===== config.mk =====
export PLATFORM = sky130hd
export DESIGN_NAME = keypad_event_ahb_flat
export DESIGN_NICKNAME = d
export VERILOG_FILES = /design/src/rtl/keypad_event_ahb_pkg.sv /design/src/rtl/keypad_event_ahb_if.sv /design/src/rtl/keypad_event_ahb_fifo.sv /design/src/rtl/keypad_event_ahb.sv /design/src/flat_wrapper.sv
export SDC_FILE = /design/constraint.sdc
export NUM_CORES = 1
export LEC_CHECK = 0
export CORE_UTILIZATION = 58
export CTS_BUF_LIST = sky130_fd_sc_hd__clkbuf_8
export CTS_CLUSTER_DIAMETER = 200
export DETAILED_ROUTE_END_ITERATION = 8
export GPL_TIMING_DRIVEN = 1
export HOLD_SLACK_MARGIN = 0.05
export PLACE_DENSITY_LB_ADDON = 0.05
export SLEW_MARGIN = 30
export SYNTH_ARGS = -nofsm -noshare
export SYNTH_HDL_FRONTEND = slang
export SYNTH_SLANG_ARGS = --single-unit

===== constraint.sdc =====
create_clock -name HCLK -period 4.2 [get_ports HCLK]
set_clock_uncertainty 0.1 [all_clocks]
set_input_delay 0.42 -clock HCLK [delete_from_list [all_inputs] [get_ports HCLK]]
set_output_delay 0.42 -clock HCLK [all_outputs]
set_load 0.02 [all_outputs]

===== src/rtl/keypad_event_ahb_pkg.sv =====
// Shared constants for the keypad event capture block: register offsets,
// register bit positions and FIFO entry geometry.
package keypad_event_pkg;

    typedef enum logic [1:0] {
        REG_DATA   = 2'd0,
        REG_STATUS = 2'd1,
        REG_CTRL   = 2'd2,
        REG_CMD    = 2'd3
    } reg_sel_e;

    localparam int CTRL_EN_BIT     = 0;
    localparam int CTRL_IRQEN_BIT  = 1;
    localparam int CMD_FLUSH_BIT   = 0;
    localparam int CMD_CLR_OVF_BIT = 1;

    localparam int STAT_EMPTY_BIT  = 4;
    localparam int STAT_FULL_BIT   = 5;
    localparam int STAT_OVF_BIT    = 6;

    localparam int MASK_WIDTH          = 4;
    localparam int DEFAULT_FIFO_DEPTH  = 8;
    localparam int DEFAULT_TS_WIDTH    = 16;
    localparam int DEFAULT_ENTRY_WIDTH = DEFAULT_TS_WIDTH + MASK_WIDTH;

    // Entry layout is {timestamp, column mask}
    function automatic int entry_width(input int ts_width);
        return ts_width + MASK_WIDTH;
    endfunction

endpackage


===== src/rtl/keypad_event_ahb_if.sv =====
// AHB-Lite bus bundle between the Cortex-M0 interconnect and the keypad
// event slave.
interface keypad_event_ahb_if;
    logic        HSEL;
    logic [3:0]  HADDR;
    logic [1:0]  HTRANS;
    logic        HWRITE;
    logic [2:0]  HSIZE;
    logic [31:0] HWDATA;
    logic        HREADY;
    logic [31:0] HRDATA;
    logic        HREADYOUT;
    logic        HRESP;

    modport master (
        output HSEL, HADDR, HTRANS, HWRITE, HSIZE, HWDATA, HREADY,
        input  HRDATA, HREADYOUT, HRESP
    );

    modport slave (
        input  HSEL, HADDR, HTRANS, HWRITE, HSIZE, HWDATA, HREADY,
        output HRDATA, HREADYOUT, HRESP
    );
endinterface


===== src/rtl/keypad_event_ahb_fifo.sv =====
// Synchronous event FIFO with flush. Head data is read asynchronously so a
// DATA read can return the head in the same cycle it is popped.
module keypad_evt_fifo #(
    parameter int WIDTH = 20,
    parameter int DEPTH = 8,
    parameter int CNT_W = $clog2(DEPTH) + 1
) (
    input  logic             clk,
    input  logic             srst,
    input  logic             push,
    input  logic             pop,
    input  logic             flush,
    input  logic [WIDTH-1:0] din,
    output logic [WIDTH-1:0] dout,
    output logic [CNT_W-1:0] count,
    output logic             full,
    output logic             empty
);
    localparam int PTR_W = $clog2(DEPTH);

    logic [WIDTH-1:0] mem_reg [DEPTH];
    logic [PTR_W-1:0] wr_ptr_reg;
    logic [PTR_W-1:0] rd_ptr_reg;
    logic [CNT_W-1:0] count_reg;
    logic [CNT_W-1:0] count_next;
    logic             do_push;
    logic             do_pop;

    assign empty = (count_reg == '0);
    assign full  = (count_reg == CNT_W'(DEPTH));
    assign count = count_reg;
    assign dout  = mem_reg[rd_ptr_reg];

    // Flush dominates; a push into a full FIFO is accepted only when a pop
    // frees the slot in the same cycle.
    assign do_pop  = pop & ~empty & ~flush;
    assign do_push = push & ~flush & (~full | do_pop);

    always_comb begin
        count_next = count_reg;
        unique case ({do_push, do_pop})
            2'b10:   count_next = count_reg + 1'b1;
            2'b01:   count_next = count_reg - 1'b1;
            default: count_next = count_reg;
        endcase
    end

    always_ff @(posedge clk) begin
        if (do_push) begin
            mem_reg[wr_ptr_reg] <= din;
        end
    end

    always_ff @(posedge clk) begin
        if (srst || flush) begin
            wr_ptr_reg <= '0;
            rd_ptr_reg <= '0;
            count_reg  <= '0;
        end else begin
            if (do_push) begin
                wr_ptr_reg <= wr_ptr_reg + 1'b1;
            end
            if (do_pop) begin
                rd_ptr_reg <= rd_ptr_reg + 1'b1;
            end
            count_reg <= count_next;
        end
    end

endmodule


===== src/rtl/keypad_event_ahb.sv =====
// AHB-Lite slave that timestamps keypad debouncer pulses into an event FIFO
// and exposes DATA/STATUS/CTRL/CMD registers plus a level interrupt.
module keypad_event_ahb
    import keypad_event_pkg::*;
#(
    parameter int FIFO_DEPTH = DEFAULT_FIFO_DEPTH,
    parameter int TS_WIDTH   = DEFAULT_TS_WIDTH
) (
    input  logic                     HCLK,
    input  logic                     HRESET,
    keypad_event_ahb_if.slave        bus,
    input  logic [MASK_WIDTH-1:0]    key_interrupt,
    output logic                     key_irq
);
    localparam int ENTRY_W = entry_width(TS_WIDTH);
    localparam int CNT_W   = $clog2(FIFO_DEPTH) + 1;

    logic                  addr_valid_reg;
    logic                  addr_write_reg;
    reg_sel_e              addr_sel_reg;

    logic [1:0]            ctrl_reg;
    logic [TS_WIDTH-1:0]   ts_reg;
    logic                  ovf_reg;
    logic                  ovf_next;

    logic                  rd_phase;
    logic                  wr_phase;
    logic                  pop_req;
    logic                  push_req;
    logic                  flush_cmd;
    logic                  clr_ovf_cmd;
    logic                  ctrl_we;
    logic                  en;
    logic                  irqen;

    logic [ENTRY_W-1:0]    fifo_din;
    logic [ENTRY_W-1:0]    fifo_dout;
    logic [CNT_W-1:0]      fifo_count;
    logic                  fifo_full;
    logic                  fifo_empty;

    logic [31:0]           rdata;
    logic                  unused_bus_bits;

    assign unused_bus_bits = ^{bus.HSIZE, bus.HADDR[1:0], bus.HTRANS[0], bus.HWDATA[31:2]};

    assign en    = ctrl_reg[CTRL_EN_BIT];
    assign irqen = ctrl_reg[CTRL_IRQEN_BIT];

    // Address phase register; the following cycle is the data phase.
    always_ff @(posedge HCLK) begin
        if (HRESET) begin
            addr_valid_reg <= 1'b0;
            addr_write_reg <= 1'b0;
            addr_sel_reg   <= REG_DATA;
        end else begin
            addr_valid_reg <= bus.HSEL & bus.HTRANS[1] & bus.HREADY;
            if (bus.HSEL & bus.HTRANS[1] & bus.HREADY) begin
                addr_write_reg <= bus.HWRITE;
                addr_sel_reg   <= reg_sel_e'(bus.HADDR[3:2]);
            end
        end
    end

    assign rd_phase    = addr_valid_reg & ~addr_write_reg;
    assign wr_phase    = addr_valid_reg &  addr_write_reg;
    assign pop_req     = rd_phase & (addr_sel_reg == REG_DATA);
    assign ctrl_we     = wr_phase & (addr_sel_reg == REG_CTRL);
    assign flush_cmd   = wr_phase & (addr_sel_reg == REG_CMD) & bus.HWDATA[CMD_FLUSH_BIT];
    assign clr_ovf_cmd = wr_phase & (addr_sel_reg == REG_CMD) & bus.HWDATA[CMD_CLR_OVF_BIT];
    assign push_req    = en & (|key_interrupt);
    assign fifo_din    = {ts_reg, key_interrupt};

    always_ff @(posedge HCLK) begin
        if (HRESET) begin
            ctrl_reg <= '0;
        end else if (ctrl_we) begin
            ctrl_reg <= bus.HWDATA[1:0];
        end
    end

    always_ff @(posedge HCLK) begin
        if (HRESET) begin
            ts_reg <= '0;
        end else if (en) begin
            ts_reg <= ts_reg + 1'b1;
        end
    end

    // A dropped event (full, no pop, no flush) sets overflow; setting beats
    // a simultaneous CLR_OVF.
    always_comb begin
        ovf_next = ovf_reg;
        if (push_req & ~flush_cmd & fifo_full & ~pop_req) begin
            ovf_next = 1'b1;
        end else if (clr_ovf_cmd) begin
            ovf_next = 1'b0;
        end
    end

    always_ff @(posedge HCLK) begin
        if (HRESET) begin
            ovf_reg <= 1'b0;
        end else begin
            ovf_reg <= ovf_next;
        end
    end

    keypad_evt_fifo #(
        .WIDTH (ENTRY_W),
        .DEPTH (FIFO_DEPTH),
        .CNT_W (CNT_W)
    ) u_fifo (
        .clk   (HCLK),
        .srst  (HRESET),
        .push  (push_req),
        .pop   (pop_req),
        .flush (flush_cmd),
        .din   (fifo_din),
        .dout  (fifo_dout),
        .count (fifo_count),
        .full  (fifo_full),
        .empty (fifo_empty)
    );

    always_comb begin
        rdata = '0;
        if (rd_phase) begin
            unique case (addr_sel_reg)
                REG_DATA: begin
                    if (!fifo_empty) begin
                        rdata = {16'(fifo_dout[ENTRY_W-1:MASK_WIDTH]), 12'h000,
                                 fifo_dout[MASK_WIDTH-1:0]};
                    end
                end
                REG_STATUS: begin
                    rdata[3:0]            = 4'(fifo_count);
                    rdata[STAT_EMPTY_BIT] = fifo_empty;
                    rdata[STAT_FULL_BIT]  = fifo_full;
                    rdata[STAT_OVF_BIT]   = ovf_reg;
                end
                REG_CTRL: rdata[1:0] = ctrl_reg;
                default:  rdata = '0;
            endcase
        end
    end

    assign bus.HRDATA    = rdata;
    assign bus.HREADYOUT = 1'b1;
    assign bus.HRESP     = 1'b0;
    assign key_irq       = en & irqen & ~fifo_empty;

endmodule


===== src/flat_wrapper.sv =====
// flat-port wrapper written by rule: the top's interface ports become plain ports
module keypad_event_ahb_flat import keypad_event_pkg::*;
#(
    parameter int FIFO_DEPTH = DEFAULT_FIFO_DEPTH,
    parameter int TS_WIDTH   = DEFAULT_TS_WIDTH
)
  (HCLK, HRESET, key_interrupt, key_irq, bus_HSEL, bus_HADDR, bus_HTRANS, bus_HWRITE, bus_HSIZE, bus_HWDATA, bus_HREADY, bus_HRDATA, bus_HREADYOUT, bus_HRESP);
  keypad_event_ahb_if bus_i ();
  input  logic HCLK;
  input  logic HRESET;
  input  logic [MASK_WIDTH-1:0] key_interrupt;
  output logic key_irq;
  input wire logic [$bits(bus_i.HSEL)-1:0] bus_HSEL;
  input wire logic [$bits(bus_i.HADDR)-1:0] bus_HADDR;
  input wire logic [$bits(bus_i.HTRANS)-1:0] bus_HTRANS;
  input wire logic [$bits(bus_i.HWRITE)-1:0] bus_HWRITE;
  input wire logic [$bits(bus_i.HSIZE)-1:0] bus_HSIZE;
  input wire logic [$bits(bus_i.HWDATA)-1:0] bus_HWDATA;
  input wire logic [$bits(bus_i.HREADY)-1:0] bus_HREADY;
  output wire logic [$bits(bus_i.HRDATA)-1:0] bus_HRDATA;
  output wire logic [$bits(bus_i.HREADYOUT)-1:0] bus_HREADYOUT;
  output wire logic [$bits(bus_i.HRESP)-1:0] bus_HRESP;
  assign bus_i.HSEL = bus_HSEL;
  assign bus_i.HADDR = bus_HADDR;
  assign bus_i.HTRANS = bus_HTRANS;
  assign bus_i.HWRITE = bus_HWRITE;
  assign bus_i.HSIZE = bus_HSIZE;
  assign bus_i.HWDATA = bus_HWDATA;
  assign bus_i.HREADY = bus_HREADY;
  assign bus_HRDATA = bus_i.HRDATA;
  assign bus_HREADYOUT = bus_i.HREADYOUT;
  assign bus_HRESP = bus_i.HRESP;
  keypad_event_ahb #(.FIFO_DEPTH(FIFO_DEPTH), .TS_WIDTH(TS_WIDTH)) u_core (.HCLK(HCLK), .HRESET(HRESET), .bus(bus_i), .key_interrupt(key_interrupt), .key_irq(key_irq));
endmodule

Word-level counts from Yosys, hierarchy flattened
Memory sizes are Yosys's and may differ from the RTL's. A register that Yosys moved wholly into a read port is not among the register bits. Cells that the tools add are included. Widths: inputs -> output; s select.

Bits in registers: 33. Bits in latches: 0. RAM bits: 160. Bits in read-only memories: 0. Memories kept: 1.

$add $sub $neg: 5. $mul: 0. Div/mod/pow operators: 0. Order comparisons: 0. Eq/ne operators: 6. Shift operators: 0. Mux-type cells: 12. Bitwise logic cells: 24. Reductions and logical operators: 6.

Memory list: u_core.u_fifo.mem_reg (depth 8, width 20, rd ports 1, clocked after Yosys merged registers in 1, write ports 1, RTL line keypad_event_ahb_fifo.sv:21) `logic [WIDTH-1:0] mem_reg [DEPTH];`.

Operators with widths (count): $mux 32 (2); $mux 25 (1); $and 1x1->1 (18); $add 16x1->16 const B (1); $pmux 5 s2 (1); $pmux 4 s2 (1); $add 3x1->3 const B (2); $eq 2x2->1 const B (3); $mux 3 (2); $pmux 2 s3 (1); $not 1->1 (5); $add 4x1->4 const B (1); $eq 2x1->1 const B (2); $eq 4x4->1 const B (1); $logic_not 4->1 (1); $mux 1 (4); $reduce_bool 2->1 (2); $reduce_or 4->1 (1); $sub 4x1->4 const B (1); $logic_not 2->1 (1); $logic_or 1x1->1 (1); $or 1x1->1 (1).

Depth between registers and ports, before layout
Gate-level depths: netlist of the first run.

Depth in word-level cells: 9. Mapped depth: 8.

By module
Synthesis of the first run repeated with hierarchy kept, for this count alone.

Cells, all modules: 482. Area total of the unflattened synthesis: 8109.0 µm².

Modules (own cells, without submodules): keypad_evt_fifo (times used 1, cells an instance 314, area each 6726.5 µm², sequential area each 5064.9 µm²); keypad_event_ahb (times used 1, cells an instance 168, area each 1382.6 µm², sequential area each 460.4 µm²).

Least setup slack after synthesis of the first run
Ideal clock, no wire load.

Path type: reg-to-reg. From: register u_core.addr_write_reg. To: memory u_core.u_fifo.mem_reg[0][0] (enable). Arrival: 2844 ps. Data required time: 3678 ps. Slack: 834 ps. Stages on the path, launching flop included: 5. Path buffers: 0. Period minus slack after synthesis: 3366 ps. Cell sequence: dfxtp_1 > or4b_4 > a221oi_4 > nand2b_2 > nor3_1.

Cells in the longest elaborated chain, start to end: 9.

Ends and longest elaborated chain: from (decl) (RTL line keypad_event_ahb.sv:19) `logic addr_write_reg;`; from (signal assigned) (RTL line keypad_event_ahb.sv:60) `addr_write_reg <= bus.HWRITE;`; $not 1->1 / $and 1x1->1 (equally long branches) (RTL line keypad_event_ahb.sv:66, keypad_event_ahb.sv:67); $and 1x1->1 (on tied branches) (RTL line keypad_event_ahb.sv:66, keypad_event_ahb.sv:70); $and 1x1->1 (on tied branches) (RTL line keypad_event_ahb.sv:68, keypad_event_ahb.sv:70); $and 1x1->1 / $not 1->1 (equally long branches) (RTL line keypad_event_ahb_fifo.sv:36, keypad_event_ahb_fifo.sv:37); $and 1x1->1 (RTL line keypad_event_ahb_fifo.sv:36) `assign do_pop = pop & ~empty & ~flush;`; $or 1x1->1 (RTL line keypad_event_ahb_fifo.sv:37) `assign do_push = push & ~flush & (~full | do_pop);`; $and 1x1->1 (*) (RTL line keypad_event_ahb_fifo.sv:37); $mux 1 (*) (RTL line keypad_event_ahb_fifo.sv:49) `if (do_push) begin`; $mux 1 (implied by the code) (*) (RTL line keypad_event_ahb_fifo.sv:50) `mem_reg[wr_ptr_reg] <= din;`; to (decl) (RTL line keypad_event_ahb_fifo.sv:21).

Every way passes the cells marked *; elsewhere a longest branch is shown, timed or not.

Worst setup path after layout of the first run
From: register u_core.addr_write_reg. To: output bus_HRDATA[17].

Cells in the longest elaborated chain, start to end: 3.

Ends and longest elaborated chain: $not 1->1 (RTL line keypad_event_ahb.sv:66) `assign rd_phase = addr_valid_reg & ~addr_write_reg;`; $and 1x1->1 (RTL line keypad_event_ahb.sv:66); $mux 32 (RTL line keypad_event_ahb.sv:129) `if (rd_phase) begin`; to (decl) (RTL line flat_wrapper.sv:20) `output wire logic [$bits(bus_i.HRDATA)-1:0] bus_HRDATA;`.

Every way passes these cells.

==> metrics.cfg, run 1 <==
[floorplan]
num_io_pins=85
die_h_um=118
die_w_um=118
placementRows=42
initial_core_util_pct=59.3
fp.coreArea_mm2=0.0132
dieArea_mm2=0.0140

[logic_synthesis]
synth-seq-cells=196
synthesis.area_mm2=0.00782
syn_area_per_cell_um2=17.2
syn-instance-count=456
yosysWarnings=0
synth_cell_types=40
yosysSeqAreaShare_pct=70.6

[worst_setup_path]
max_stage_delay_ps=740
slowest_stage=nor4b_1
cp.required_ps=3680
critPathArrivalTime_ps=2770
startpoint_type=register
crit_type=register to primary output
crit_chain=nor4b_1 > nand2_1 > buf_4 > nor2_1 > clkdlybuf4s50_1
worstPathMaxFanout=12
timing.critical_path.to_type=primary output

[layout]
final_layout_size_suffix_gt1_share_pct=19.6
final_cell_mix=edfxtp_1, nor2_1, mux4_2, clkdlybuf4s50_1, dfxtp_1
final_cell_count_no_fill=696
antenna_cells=0
multi_input_area_mm2=0.00220
finalNetCount=561
syn2layout_area_growth_pct=13.0
final_common_cell=edfxtp_1
n_fill_cell=913
regArea_mm2=0.00553
largest_reg_flops=160

[placed_design]
hpwl_um=8560
portBuffers=37
routabilityCongestion=0.856
placed_cells=664
dp_slack_ps=1040

[power]
p_seq_share_pct=63.5
power_frac_comb_pct=1.1
p_int_mw=2.65
powerDensity_mw_per_mm2=370
pwr-share-clk_pct=35.3
p_leak_nw=2.88
p_sw_share_pct=18.8
ir_worst_vdd_mv=0.235
p_sw_mw=0.614

[clock_tree]
cts_hold_repair.buffers=0
clkTransAtPathRegs_ps=80
cts-root-buf=clkbuf_8
htree_levels=4
cts_buffers=17
postCtsSetupBuffers=0
cts_resized=0
tritoncts=built
insertion_delay_ps=450
clk_path_buf_depth=2
cts_sinks=196

[timing]
finalCriticalPeriod_ps=3290
hold_violations=0
final-max-slew-violation-count=0
relSlewSlack_pct=44.7
rsz0062_at_grt=no
layout_setup_ws_ps=914
setup_viol=0
timing.setup.tns_ps=0
tightest_slew_ps=817
fin_crit_sh_pct=78.2
fmax_mhz=304

[routing]
totalWireLength_um=13700
drt_iter0_markers=334
drcViolationCount=0
drtAntennaViolNets=0
dr.pass1.iters=5
wire_per_inst_um=19.6
viasPerCell=5.69
vias=3963

[global_routing]
grt_first_pass_wirelength_um=21900
grt_pass1_vias=3994
antenna_found_initial=0
grt_usage_pct=21.7
grt_start_max_net_pins=41
grt-ovfl-total=0

[job]
drv_cap=0

[run_status]
run_status=complete, no violations

[hold_path]
worstHoldPathType=input pin to register

layer usage:
layer	global-route usage (%)	routed length [µm]
met1	30.4	6110
met2	34.4	6740
met3	4.10	652
met4	7.45	172
met5	0	0
final cells by class:
class                   instances  area share [%]
clock inverters                12            1.30
multi-input cells             240            24.9
clock buffers                  20            3.11
flip-flops and latches        196            62.5
well taps                     176            2.49
repair buffers                 52            5.69
final timing paths:
path	cells past startpoint	slack, ps	to	start
worst min-delay path	2	300	u_core.addr_sel_reg[1]	HRESET
worst min register to register	2	420	u_core.ovf_reg	u_core.ovf_reg
worst max-delay path	5	910	bus_HRDATA[17]	u_core.addr_write_reg
worst max register to register	5	1380	u_core.u_fifo.mem_reg[0][15]	u_core.addr_write_reg
cell usage after synthesis, drive strengths merged:
cell,n,area share [%]
a21boi,1,0.14
a21o,1,0.096
a21oi,3,0.19
a221oi,1,0.34
a22oi,2,0.19
a32oi,1,0.11
and2,2,0.16
and3,5,0.40
and4,1,0.11
buf,17,1.4
clkbuf,12,0.58
conb,2,0.096
dfxtp,36,9.2
edfxtp,160,61
ha,4,0.64
mux2i,31,4.0
mux4,40,12
nand2,17,0.88
nand2b,4,0.35
nand3,9,0.58
nand4,4,0.32
nor2,57,2.7
nor2b,4,0.32
nor3,8,0.51
nor4,2,0.16
nor4b,2,0.30
o21a,1,0.096
o21ai,3,0.19
o22ai,2,0.16
o41ai,1,0.21
or3,1,0.080
or4,1,0.096
or4b,1,0.18
xnor2,7,0.78
xor2,13,1.5
cells by family after synthesis:
group / Yosys count / synth area share, %
DFF: 196 / 70.6
and+or+nand+nor: 118 / 7.18
muxes: 71 / 15.5
buffers and inverters: 29 / 2.02
xor gates and xnor gates: 20 / 2.24
AOI/OAI and AO/OA: 16 / 1.73
adders and majority gates: 4 / 0.640
other: 2 / 0.0960
per-stage QoR:
step                instance area, µm²  hold slack (ps)  util, %  total power [mW]
finish                            8840              301     67.0              3.27
global placement                  8460              384     64.1              2.16
detailed placement                8460              397     64.1              2.16
floorplan                         7860              345        -              2.15
global route                      8840              304     67.0              3.36
CTS                               8850              417     67.1              3.29
critical path: cells and delay by family, from the launching register on:
kind	cells	cell delay, ps
AND/OR/NAND/NOR	3	1090
buffers and inverters	2	870
flip-flops	1	360
power by group through the flow:
| stage | Sequential [mW] | Combinational, mW | Clock [mW] |
|---|---|---|---|
| finish | 2.08 | 0.0375 | 1.15 |
| global route | 2.08 | 0.0410 | 1.24 |
| CTS | 2.08 | 0.0381 | 1.18 |
| detailed placement | 2.12 | 0.0380 | 0 |
| global placement | 2.12 | 0.0372 | 0 |
| floorplan | 2.12 | 0.0254 | 0 |
No activity file was read; power rests on OpenSTA's default activity.
==> run 2, diff against run 1 <==
--- a/config.mk
+++ b/config.mk
@@ -5,7 +5,7 @@
 export SDC_FILE = /design/constraint.sdc
 export NUM_CORES = 1
 export LEC_CHECK = 0
-export CORE_UTILIZATION = 58
+export CORE_UTILIZATION = 53
 export CTS_BUF_LIST = sky130_fd_sc_hd__clkbuf_8
 export CTS_CLUSTER_DIAMETER = 200
 export DETAILED_ROUTE_END_ITERATION = 8
==> constraint.sdc (replaced) <==
create_clock -name HCLK -period 2.9 [get_ports HCLK]
set_clock_uncertainty 0.1 [all_clocks]
set_input_delay 0.29 -clock HCLK [delete_from_list [all_inputs] [get_ports HCLK]]
set_output_delay 0.29 -clock HCLK [all_outputs]
set_load 0.02 [all_outputs]
==> run 2 against run 1 <==
Against the previous run:
- non-clock buffer count up 18
- critical endpoint is now bus_HRDATA[3]
- sequential power up 45%
- sequential cell count unchanged
- largest power group unchanged
- final area up 2.7%
- cell count up 3.7%
==> metrics.cfg, run 2 (synthesis gave the netlist of run 1 again) <==
[run_status]
run_status=complete, no violations  ; unchanged

[worst_setup_path]
crit_type=register to primary output  ; unchanged
crit_chain=or4_4 > nand2_1 > buf_6 > o21ai_1 > clkdlybuf4s50_1  ; was nor4b_1 > nand2_1 > buf_4 > nor2_1 > clkdlybuf4s50_1
reg2reg_from=u_core.addr_write_reg  ; unchanged
startpoint_type=register  ; unchanged
worst_r2r_endpoint=u_core.u_fifo.mem_reg[7][11]  ; was u_core.u_fifo.mem_reg[0][15]
r2r_slack_ps=430  ; was 1380 ps
max_stage_delay_ps=590  ; was 740 ps
cp.required_ps=2510  ; was 3680 ps
reg2regPathDepth=5  ; unchanged
timing.critical_path.to_type=primary output  ; unchanged
slowest_stage=or4_4  ; was nor4b_1
worstPathMaxFanout=11  ; was 12
critPathArrivalTime_ps=2380  ; was 2770 ps

[timing]
layout_setup_ws_ps=132  ; was 914 ps
timing.setup.tns_ps=0  ; unchanged
final-max-slew-violation-count=0  ; unchanged
finalCriticalPeriod_ps=2770
setup_viol=0  ; unchanged
rsz0062_at_grt=no  ; unchanged
tightest_slew_ps=692  ; was 817 ps
relSlewSlack_pct=53.4  ; was 44.7%
hold_violations=0  ; unchanged
fin_crit_sh_pct=95.5
whs_ps=342  ; was 301 ps
fmax_mhz=361

[layout]
final_layout_size_suffix_gt1_share_pct=22.3  ; was 19.6%
post-route-util_pct=62.7  ; was 67.0%
syn2layout_area_growth_pct=16.1  ; was 13.0%
final_cell_mix=edfxtp_1, nor2_1, mux4_2, dfxtp_1, mux2i_1  ; was edfxtp_1, nor2_1, mux4_2, clkdlybuf4s50_1, dfxtp_1
final_cell_count_no_fill=722  ; was 696
finalNetCount=579  ; was 561
antenna_cells=0  ; unchanged
largest_reg_flops=160  ; unchanged
stdcell_area_mm2=0.00908  ; was 0.00884 mm²
final_common_cell=edfxtp_1  ; unchanged

[clock_tree]
cts_buffers=17  ; unchanged
postCtsSetupBuffers=0  ; unchanged
insertion_delay_ps=460  ; was 450 ps
cts-root-buf=clkbuf_8  ; unchanged
clkTransAtPathRegs_ps=90  ; was 80 ps
tritoncts=built  ; unchanged
cts_sinks=196  ; unchanged
htree_levels=4  ; unchanged
clk_path_buf_depth=2  ; unchanged

[placed_design]
placed_area_mm2=0.00866  ; was 0.00846 mm²
hpwl_um=8950  ; was 8560 µm
placed_cells=689  ; was 664
routabilityCongestion=0.736  ; was 0.856
dp_slack_ps=257  ; was 1040 ps
portBuffers=37  ; unchanged

[floorplan]
initial_core_util_pct=54.0  ; was 59.3%
die_h_um=124  ; was 118 µm
num_io_pins=85  ; unchanged
placementRows=44  ; was 42
dieArea_mm2=0.0153  ; was 0.0140 mm²
fp.coreArea_mm2=0.0145  ; was 0.0132 mm²
die_w_um=124  ; was 118 µm

[routing]
viasPerCell=5.58  ; was 5.69
drt_iter0_markers=285  ; was 334
drtAntennaViolNets=0  ; unchanged
totalWireLength_um=14300  ; was 13,700 µm
wire_per_inst_um=19.9  ; was 19.6 µm
dr.pass1.iters=4  ; was 5
vias=4027  ; was 3,963
drcViolationCount=0  ; unchanged

[hold_path]
worstHoldPathType=input pin to register  ; unchanged
hp-start=bus_HADDR[2]  ; was HRESET
min_to=u_core.addr_sel_reg[0]  ; was u_core.addr_sel_reg[1]
holdPathStages=3  ; was 2

[global_routing]
antenna_found_initial=0  ; unchanged
grt_start_max_net_pins=25  ; was 41
grt_first_pass_wirelength_um=22000  ; was 21,900 µm
grt_pass1_vias=4028  ; was 3,994
grt-ovfl-total=0  ; unchanged
grt_usage_pct=20.7  ; was 21.7%

[power]
p_leak_nw=3.18  ; was 2.88 nW
power_mw=4.75  ; was 3.27 mW
ir_worst_vdd_mv=0.330  ; was 0.235 mV
powerDensity_mw_per_mm2=523  ; was 370 mW/mm²

[job]
drv_cap=0  ; unchanged

==> run 2: cell count changes in the layout (fill, tap and decap cells not counted), moves of 3 or more <==
cell             change
buf_12               +4
buf_4               +12
clkbuf_8             -3
clkdlybuf4s50_1     -18
dlygate4sd2_1       +11
dlymetal6s2s_1       +8
==> run 2: cell type report <==
class | instances | area (µm²)
clock buffer | 17 | 234
clock inverter | 15 | 145
fill | 1066 | 5400
multi-input combinational | 240 | 2220
sequential | 196 | 5530
tap | 184 | 230
timing repair buffer | 70 | 728
==> run 2: where the power goes <==
group	internal, mW	total, mW	leakage [nW]	switching, mW
Combinational	0.0246	0.0605	1.21	0.0359
Sequential	3.00	3.01	1.76	0.00246
Clock	0.762	1.68	0.199	0.923
Total	3.79	4.75	3.18	0.962
==> run 2: layer usage <==
metal	global-route usage (%)	vias up	part of all wire, %
li1	-	1881	-
met1	28.4	2064	46
met2	33.0	68	49
met3	4.38	14	3.7
met4	7.30	0	1.2
met5	0	-	0
==> run 2: worst max-delay path, delay by kind of cell, from the launching register on <==
family	cells	cell delay (ps)
and+or+nand+nor	2	710
AOI/OAI and AO/OA	1	90
buffers and inverters	2	710
DFF	1	410
==> run 2: worst max path at each step <==
stage	startpoint	to	slack (ps)	cells past startpoint
after floorplan	u_core.addr_write_reg	u_core.u_fifo.mem_reg[1][0]	70	4
after global placement	key_interrupt[1]	u_core.u_fifo.count[2]	310	8
after detailed placement	key_interrupt[1]	u_core.u_fifo.count[2]	260	8
after CTS	register	bus_HRDATA[30]	0.1	5
after global routing	u_core.u_fifo.count[0]	bus_HRDATA[3]	10	5
final	u_core.u_fifo.count[0]	bus_HRDATA[3]	130	5
==> run 2: what timing repair did <==
item                       4_1_cts  5_1_grt
pin swaps                        0        0
setup endpoints to repair       19        9
gates resized for setup         12        9
hold buffers                     0        0
gates cloned                     1        0
==> run 3, diff against run 2 <==
--- a/config.mk
+++ b/config.mk
@@ -5,13 +5,15 @@
 export SDC_FILE = /design/constraint.sdc
 export NUM_CORES = 1
 export LEC_CHECK = 0
-export CORE_UTILIZATION = 53
+export CORE_MARGIN = 2
+export CORE_UTILIZATION = 25
 export CTS_BUF_LIST = sky130_fd_sc_hd__clkbuf_8
 export CTS_CLUSTER_DIAMETER = 200
 export DETAILED_ROUTE_END_ITERATION = 8
 export GPL_TIMING_DRIVEN = 1
 export HOLD_SLACK_MARGIN = 0.05
 export PLACE_DENSITY_LB_ADDON = 0.05
+export SKIP_CTS_REPAIR_TIMING = 1
 export SLEW_MARGIN = 30
 export SYNTH_ARGS = -nofsm -noshare
 export SYNTH_HDL_FRONTEND = slang
==> run 3 against run 2 <==
Against the previous run:
- cell count increased by 30%
- critical path type unchanged
- first-iteration DRC count down 19%
- critical path depth is 2 lower
- count of clock-buffer cells in the layout grew 1
- non-clock buffer count grew 1
- total power up 1.7%
- sequential cell count unchanged
- die area rose by 110%
- largest cell class unchanged
- final area is 3.8% higher
==> metrics.cfg, run 3 (synthesis gave the netlist of run 1 again) <==
[timing]
final-max-slew-violation-count=0  ; unchanged
finalCriticalPeriod_ps=2610  ; was 2770 ps
setup_viol=0  ; unchanged
fmax_mhz=384  ; was 361 MHz
whs_ps=326  ; was 342 ps
rsz0062_at_grt=no  ; unchanged
fin_crit_sh_pct=89.9  ; was 95.5%
tightest_slew_ps=749  ; was 692 ps
hold_violations=0  ; unchanged
relSlewSlack_pct=49.5  ; was 53.4%
timing.setup.tns_ps=0  ; unchanged

[power]
ir_worst_vdd_mv=0.251  ; was 0.330 mV
power_frac_comb_pct=1.3  ; about the same
powerDensity_mw_per_mm2=513  ; was 523 mW/mm²
p_seq_share_pct=62.2  ; was 63.3%
p_int_mw=3.76  ; was 3.79 mW
p_leak_nw=3.35  ; was 3.18 nW
p_sw_mw=1.07  ; was 0.962 mW
pwr-share-clk_pct=36.5  ; was 35.5%
p_sw_share_pct=22.2  ; was 20.2%

[layout]
syn2layout_area_growth_pct=20.5  ; was 16.1%
post-route-util_pct=30.7  ; was 62.7%
antenna_cells=0  ; unchanged
stdcell_area_mm2=0.00942  ; was 0.00908 mm²
final_cell_count_no_fill=935  ; was 722
final_layout_size_suffix_gt1_share_pct=24.1  ; was 22.3%
final_cell_mix=edfxtp_1, nor2_1, mux4_2, dfxtp_1, mux2i_1  ; unchanged
largest_reg_flops=160  ; unchanged
final_common_cell=edfxtp_1  ; unchanged
finalNetCount=580  ; was 579

[worst_setup_path]
reg2regPathDepth=5  ; unchanged
timing.critical_path.to_type=primary output  ; unchanged
max_stage_delay_ps=570  ; was 590 ps
reg2reg_from=u_core.addr_write_reg  ; unchanged
r2r_slack_ps=320  ; was 430 ps
worstPathMaxFanout=8  ; was 11
critPathArrivalTime_ps=2220  ; was 2380 ps
crit_chain=or4_4 > and3_1 > clkdlybuf4s50_1  ; was or4_4 > nand2_1 > buf_6 > o21ai_1 > clkdlybuf4s50_1
startpoint_type=register  ; unchanged
cp.required_ps=2510  ; about the same
slowest_stage=or4_4  ; unchanged
path_buf_inv=1  ; was 2
path_delay_family=simple AND/OR/NAND/NOR gates  ; unchanged
worst_r2r_endpoint=u_core.u_fifo.mem_reg[1][1]  ; was u_core.u_fifo.mem_reg[7][11]
crit_type=register to primary output  ; unchanged

[placed_design]
placed_area_mm2=0.00895  ; was 0.00866 mm²
placed_cells=903  ; was 689
portBuffers=37  ; unchanged
routabilityCongestion=0.644  ; was 0.736
hpwl_um=11500  ; was 8950 µm

[routing]
drt_iter0_markers=232  ; was 285
totalWireLength_um=18300  ; was 14,300 µm
wire_per_inst_um=19.6  ; was 19.9 µm
drcViolationCount=0  ; unchanged
dr.pass1.iters=4  ; unchanged
drtAntennaViolNets=0  ; unchanged
viasPerCell=4.35  ; was 5.58
vias=4067  ; was 4,027

[clock_tree]
clkTransAtPathRegs_ps=110  ; was 90 ps
clk_path_buf_depth=2  ; unchanged
insertion_delay_ps=460  ; about the same
cts_buffers=17  ; unchanged
cts-root-buf=clkbuf_8  ; unchanged
htree_levels=4  ; unchanged
cts_sinks=196  ; unchanged
tritoncts=built  ; unchanged

[global_routing]
grt_usage_pct=11.6  ; was 20.7%
grt_first_pass_wirelength_um=27700  ; was 22,000 µm
grt_start_max_net_pins=25  ; unchanged
antenna_found_initial=0  ; unchanged
grt-ovfl-total=0  ; unchanged
grt_pass1_vias=4301  ; was 4,028

[floorplan]
num_io_pins=85  ; unchanged
dieArea_mm2=0.0327  ; was 0.0153 mm²
fp.coreArea_mm2=0.0307  ; was 0.0145 mm²
initial_core_util_pct=25.5  ; was 54.0%
die_h_um=181  ; was 124 µm
placementRows=64  ; was 44
die_w_um=181  ; was 124 µm

[job]
drv_cap=0  ; unchanged

[hold_path]
holdPathStages=3  ; unchanged
min_to=u_core.addr_write_reg  ; was u_core.addr_sel_reg[0]
hp-start=bus_HWRITE  ; was bus_HADDR[2]
worstHoldPathType=input pin to register  ; unchanged

[run_status]
run_status=complete, no violations  ; unchanged

[run 3: final cells by class]
class,instances,area [µm²]
multi-input cells,240,2240
flip-flops and latches,196,5530
well taps,396,495
fillers,3021,21200
clock inverters,14,143
clock buffers,18,248
repair buffers,71,771
[run 3: power groups by stage]
stage	combinational (mW)	clock [mW]	sequential [mW]
4_1_cts	0.0637	1.85	3.01
6_report	0.0629	1.76	3.01
5_1_grt	0.0689	1.94	3.01
3_5_place_dp	0.0636	0	3.07
3_3_place_gp	0.0629	0	3.07
2_1_floorplan	0.0368	0	3.07
[run 3: through the flow]
step	total power [mW]	setup WS [ps]
2_1_floorplan	3.11	68.8
6_report	4.83	294
3_5_place_dp	3.13	162
5_1_grt	5.02	125
3_3_place_gp	3.13	212
4_1_cts	4.92	-196
[run 3: worst register-to-register path: stages (launching register included)]
cell      delay, ps
dfxtp_1         380
or4b_4          610
a221oi_4        470
nand2b_2        200
nor2_2          220
buf_4           270
[run 3: routing by layer]
layer,vias to the layer above,track usage (%),share of wire (%)
met4,0,2.61,0.82
met3,9,2.56,2.5
met1,2128,16.9,51
met5,-,0,0
li1,1882,-,-
met2,48,17.8,46
[run 3: how the worst max path moves through the flow]
stage                                       from                     endpoint  depth (start not counted)
after floorplan            u_core.addr_write_reg  u_core.u_fifo.mem_reg[1][0]                          4
after global placement          key_interrupt[1]       u_core.u_fifo.count[2]                          8
after detailed placement        key_interrupt[1]       u_core.u_fifo.count[2]                          8
after CTS                 u_core.u_fifo.count[0]                bus_HRDATA[0]                          5
after global routing      u_core.addr_sel_reg[0]                bus_HRDATA[4]                          4
final                     u_core.u_fifo.count[1]                      key_irq                          3
